<file path="src/rtl/cp0_unit.sv">
// cp0_unit: coprocessor-0 for the pipelined MIPS core.
// Holds SR, Cause and EPC. Decides each cycle whether to take an
// interrupt or an exception, serves mfc0/mtc0, and clears EXL on eret.
// Build option: define CP0_PRID_EN to make address 15 return the PRId constant.
module cp0_unit (
  input  logic        clk,
  input  logic        reset,
  input  logic        en,
  input  logic [4:0]  CP0Addr,
  input  logic [31:0] CP0In,
  output logic [31:0] CP0Out,
  input  logic [31:0] VPC,
  input  logic        BDIn,
  input  logic [4:0]  ExcCodeIn,
  input  logic [5:0]  HWInt,
  input  logic        EXLClr,
  output logic [31:0] EPCOut,
  output logic        Req
);

  localparam logic [4:0] ADDR_SR    = 5'd12;
  localparam logic [4:0] ADDR_CAUSE = 5'd13;
  localparam logic [4:0] ADDR_EPC   = 5'd14;
  localparam logic [4:0] ADDR_PRID  = 5'd15;

  // The EXL bit is the NORMAL/HANDLER state of the block.
  typedef enum logic {
    NORMAL  = 1'b0,
    HANDLER = 1'b1
  } state_t;

  state_t      state_q, state_d;
  logic [5:0]  im;
  logic        ie;
  logic        bd;
  logic [5:0]  ip;
  logic [4:0]  exc_code;
  logic [31:0] epc;

  logic        exl;
  logic        int_req;
  logic        exc_req;
  logic        sr_wr;
  logic        epc_wr;
  logic [31:0] epc_src;
  logic [31:0] sr_val;
  logic [31:0] cause_val;

  assign exl     = (state_q == HANDLER);
  assign int_req = (|(HWInt & im)) & ie & ~exl;
  assign exc_req = (ExcCodeIn != 5'd0) & ~exl;
  assign Req     = (int_req | exc_req) & ~reset;

  // A taken exception/interrupt wins over a same-cycle mtc0.
  assign sr_wr   = en & ~Req & (CP0Addr == ADDR_SR);
  assign epc_wr  = en & ~Req & (CP0Addr == ADDR_EPC);

  // Restart point: the branch itself when the faulting instruction is in a delay slot.
  assign epc_src = BDIn ? (VPC - 32'd4) : VPC;

  assign sr_val    = {16'b0, im, 8'b0, exl, ie};
  assign cause_val = {bd, 15'b0, ip, 3'b0, exc_code, 2'b0};
  assign EPCOut    = epc;

  // Next EXL state: enter HANDLER on Req; mtc0 SR then eret decide otherwise.
  always_comb begin
    // NOTE: every always_comb output gets a default first so no path leaves it unassigned (no latch).
    state_d = state_q;
    if (Req) begin
      state_d = HANDLER;
    end else begin
      if (sr_wr) state_d = CP0In[1] ? HANDLER : NORMAL;
      if (EXLClr) state_d = NORMAL;
    end
  end

  // State register plus the SR/Cause/EPC fields.
  always_ff @(posedge clk) begin
    // NOTE: sequential state uses non-blocking assignments so every register samples pre-edge values.
    if (reset) begin
      state_q  <= NORMAL;
      im       <= '0;
      ie       <= 1'b0;
      bd       <= 1'b0;
      ip       <= '0;
      exc_code <= '0;
      epc      <= '0;
    end else begin
      state_q <= state_d;
      ip      <= HWInt;
      if (Req) begin
        exc_code <= int_req ? 5'd0 : ExcCodeIn;
        bd       <= BDIn;
        epc      <= epc_src & 32'hFFFF_FFFC;
      end else begin
        if (sr_wr) begin
          im <= CP0In[15:10];
          ie <= CP0In[0];
        end
        if (epc_wr) epc <= CP0In & 32'hFFFF_FFFC;
      end
    end
  end

  // mfc0 read mux; unimplemented addresses read 0.
  always_comb begin
    CP0Out = 32'h0;
    case (CP0Addr)
      ADDR_SR:    CP0Out = sr_val;
      ADDR_CAUSE: CP0Out = cause_val;
      ADDR_EPC:   CP0Out = epc;
`ifdef CP0_PRID_EN
      ADDR_PRID:  CP0Out = 32'h4255_4141;
`else
      ADDR_PRID:  CP0Out = 32'h0;
`endif
      default:    CP0Out = 32'h0;
    endcase
  end

endmodule
</file>
<file path="config.mk">
export PLATFORM = sky130hd
export DESIGN_NAME = cp0_unit
export DESIGN_NICKNAME = d
export VERILOG_FILES = /design/src/rtl/cp0_unit.sv
export SDC_FILE = /design/constraint.sdc
export NUM_CORES = 1
export LEC_CHECK = 0
export ABC_AREA = 1
export BUFFER_PORTS_ARGS = -buffer_cell sky130_fd_sc_hd__buf_2
export CORE_UTILIZATION = 40
export CTS_BUF_LIST = sky130_fd_sc_hd__clkbuf_16
export DETAILED_ROUTE_END_ITERATION = 8
export GPL_ROUTABILITY_DRIVEN = 0
export PLACE_DENSITY = 0.74
export SETUP_SLACK_MARGIN = 0.2
export SLEW_MARGIN = 20
export SYNTH_ARGS = -nofsm -noshare
export SYNTH_HDL_FRONTEND = slang
export SYNTH_SLANG_ARGS = --single-unit
</file>
<file path="constraint.sdc">
create_clock -name clk -period 1.5 [get_ports clk]
set_input_delay 0.3 -clock clk [delete_from_list [all_inputs] [get_ports clk]]
set_output_delay 0.3 -clock clk [all_outputs]
set_load 0.03 [all_outputs]
</file>
==> run_results.csv <==
group,metric,value,unit
clock_network,clk_latency,0.30,ns
min_path,hold_path_depth,3,
global_route,gr-usage-met1,35.9,%
detailed_routing,dr.pass1.iters,5,
setup_path,startpoint_type,"flip-flop",
synth,ys_async_sr_fraction,0,%
cells_and_area,fin_nets,890,
die,fp.dieW,95.7,µm
detailed_routing,ant_nets,0,
global_route,antenna_found_initial,0,
timing,fin_ws,-0.328,ns
global_route,grt_usage,30.6,%
clock_network,clk_pin_slew,0.08,ns
synth,synthFlopType,"dfxtp_1",
timing,finalSetupViolations,74,
run,drv_cap,0,
setup_path,worstPathRequired,1.65,ns
global_route,grt_max_degree,39,
outcome,violations,"negative setup slack",
synth,syn_area_per_cell,6.11,µm²
clock_network,clock_path_buffers,2,
cells_and_area,layout_commonest_cell,"nand2_1",
min_path,hold_end,"ip[1]",
placement,dp_hpwl,9.48,mm
timing,rsz0062_at_grt,"yes",
die,die_h,95.7,µm
timing,fin_skew,0.00817,ns
timing,slew_headroom,63.6,%
synth,yosysSeqAreaShare,28.5,%
synth,synth_edf_count,0,
die,start_util,42.1,%
synth,ys_types,39,
setup_path,reg2reg_to,"EPCOut[11]",
cells_and_area,final_util,76.5,%
setup_path,path_cells,"nand2_2 > nand2_1 > nor2_4 > nand2_2 > nand2_4 > buf_6 > buf_12 > nand2_8 > nand2_8 > clkbuf_16 > o21ai_1 > a21oi_1",
global_route,grt_use_met2,53.3,%
detailed_routing,routed_wl,17.3,mm
power_and_ir_drop,p_per_area,663,nW/µm²
die,dieArea,9170,µm²
placement,placed_cell_area,4990,µm²
cells_and_area,multi_input_area,2850,µm²
detailed_routing,drc,0,
timing,slew_viol_final,0,
setup_path,critPathMaxFanout,7,
cells_and_area,final_layout_size_suffix_gt1_share,52.4,%
min_path,hold_class,"in -> reg",
setup_path,cp_top_family,"simple AND/OR/NAND/NOR gates",
cells_and_area,areaGrowthSynthToFinish,81.6,%
timing,fin_crit_sh,122,%
setup_path,worstRegToRegCells,12,
synth,syn-instance-count,575,
clock_network,cts-hold-fix-buffers,0,
outcome,status,"complete, but fails checks",
setup_path,worst_path_largest_cell_delay,0.35,ns
synth,synth_top_family_by_area,"simple AND/OR/NAND/NOR gates",
global_route,grt_pass1_vias,4654,
min_path,min_from,"HWInt[1]",
synth,yosys_warnings,0,
power_and_ir_drop,max-vdd-ir-drop,0.000456,V
setup_path,rrSetupSlack,-0.33,ns
power_and_ir_drop,power_leakage,2.98,nW
setup_path,path_buf_inv,3,
detailed_routing,wl_per_cell,19.0,µm
global_route,grt_overflow_total,0,
timing,min_period,1.83,ns
detailed_routing,vias,5126,
timing,hold_violations,0,
global_route,use_met3,4.98,%
timing,setup-tns-final,-10.79,ns
cells_and_area,num_antenna_cells,0,
cells_and_area,ff_latch_area,1010,µm²
detailed_routing,vias_per_cell,5.63,
global_route,grt_pass1_wl,21.7,mm
clock_network,cts_buffers,5,
setup_path,crit_path_end_kind,"flip-flop",
cells_and_area,fillers,500,
setup_path,worstSetupPathType,"reg -> reg",
clock_network,htree_levels,2,
clock_network,cts_root_buf,"clkbuf_16",
timing,worstMarginPinSlew,0.546,ns
setup_path,critPathLaunch,"im[4]",
synth,synth_xor_area_share,4.24,%
timing,fmax,0.547,GHz
clock_network,cts_tree,"built",
global_route,grt-busiest-layer,"met2",
die,core.rowCount,33,
placement,numPortBuffers,145,
timing,holdWs,0.218,ns
die,top_level_ports,150,
synth,synth_compound_area_share,13.7,%
synth,netlist_area,3510,µm²
synth,yosys_register_bits,50,
synth,muxShareOfSynthArea,0,%
setup_path,cpMaxStageDelayCell,"dfxtp_2",
cells_and_area,final_cell_mix,"149 x nand2_1, 107 x buf_2, 65 x buf_4, 57 x nor2_1, 52 x inv_1",
placement,dp_slack,-0.172,ns
synth,synthSimpleGateAreaFrac,42.0,%
clock_network,cts_sinks,50,
synth,synthAdderAreaFrac,0.356,%
setup_path,cp_data_arrival_time,1.97,ns
cells_and_area,stdcell_area,6380,µm²
setup_path,timing.rr.start,"im[4]",
die,core_area,8340,µm²
detailed_routing,drtIter0Drc,552,
==> area by class of cell <==
cell class | instances | share of cell area, %
timing repair buffer | 241 | 30.8
timing repair inverter | 1 | 0.118
tap | 105 | 2.06
clock buffer | 5 | 1.96
inverter | 61 | 4.20
multi-input combinational | 444 | 44.7
clock inverter | 3 | 0.372
sequential | 50 | 15.8
==> routing by layer <==
metal / wire length, µm / vias to the layer above
met2: 8250 / 387
met5: 0 / -
met4: 1140 / 0
met1: 6320 / 2336
li1: - / 2265
met3: 1550 / 138
==> flip-flops by register name (all words and copies together) (netlist names) <==
name      cells
EPCOut       30
bd            1
exc_code      5
exl           1
ie            1
im            6
ip            6
==> repair_timing <==
item	4_1_cts	5_1_grt
setup buffers	12	6
gates cloned	4	4
endpoints found under the setup margin	74	78
pin swaps	31	26
gates resized for setup	160	111
==> worst register-to-register path, delay by kind of cell (launching register included) <==
kind	cells	cell delay [ns]
buffers and inverters	3	0.45
flip-flops	1	0.35
AO/OA/AOI/OAI	2	0.31
AND/OR/NAND/NOR	7	0.58
==> worst max path at each step <==
stage,endpoint,cells after the start
global placement,EPCOut[14],9
finish,EPCOut[11],12
CTS,CP0Out[13],7
detailed placement,EPCOut[7],9
global route,EPCOut[27],13
floorplan,CP0Out[13],4
==> cell families (layout without fill, tap and decap cells) <==
kind of cell	after synthesis	in the layout
compound gates	76	76
xor+xnor	17	17
fa+ha+maj	1	1
buf+inv	84	311
flops	50	50
other cells	1	2
simple gates	346	348
==> through the flow <==
step	total power, W	std cells
6_report	0.00423	910
5_1_grt	0.00437	910
3_3_place_gp	0.00257	876
4_1_cts	0.00395	900
3_5_place_dp	0.00259	876
2_1_floorplan	0.00214	576
==> cell usage after synthesis (2+ instances only) <==
library cell / n / area, µm²
nand2_1: 207 / 777
buf_4: 6 / 45.0
a211oi_1: 3 / 22.5
nand3_2: 6 / 60.1
clkbuf_1: 4 / 15.0
buf_6: 5 / 56.3
a31oi_1: 7 / 43.8
nand4_1: 7 / 43.8
nand2_2: 2 / 12.5
buf_2: 5 / 25.0
nand2_4: 3 / 33.8
dfxtp_1: 50 / 1000
xor2_1: 9 / 78.8
buf_1: 2 / 7.51
o211ai_1: 2 / 15.0
xnor2_1: 8 / 70.1
nor2_2: 6 / 37.5
o21bai_1: 3 / 22.5
a211oi_2: 2 / 25.0
a21oi_2: 8 / 70.1
inv_2: 2 / 7.51
inv_1: 58 / 218
a21oi_1: 22 / 110
o21ai_1: 3 / 15.0
nor2_4: 2 / 22.5
nand3_1: 23 / 115
o21ai_0: 21 / 105
a22o_1: 3 / 26.3
nor2_1: 86 / 323
==> power by group <==
group	switching (W)	internal, W
clock	0.000556	0.000626
sequential	0.0000983	0.00143
combinational	0.000912	0.000610
total	0.00157	0.00266
(Power assumes the default switching activity.)
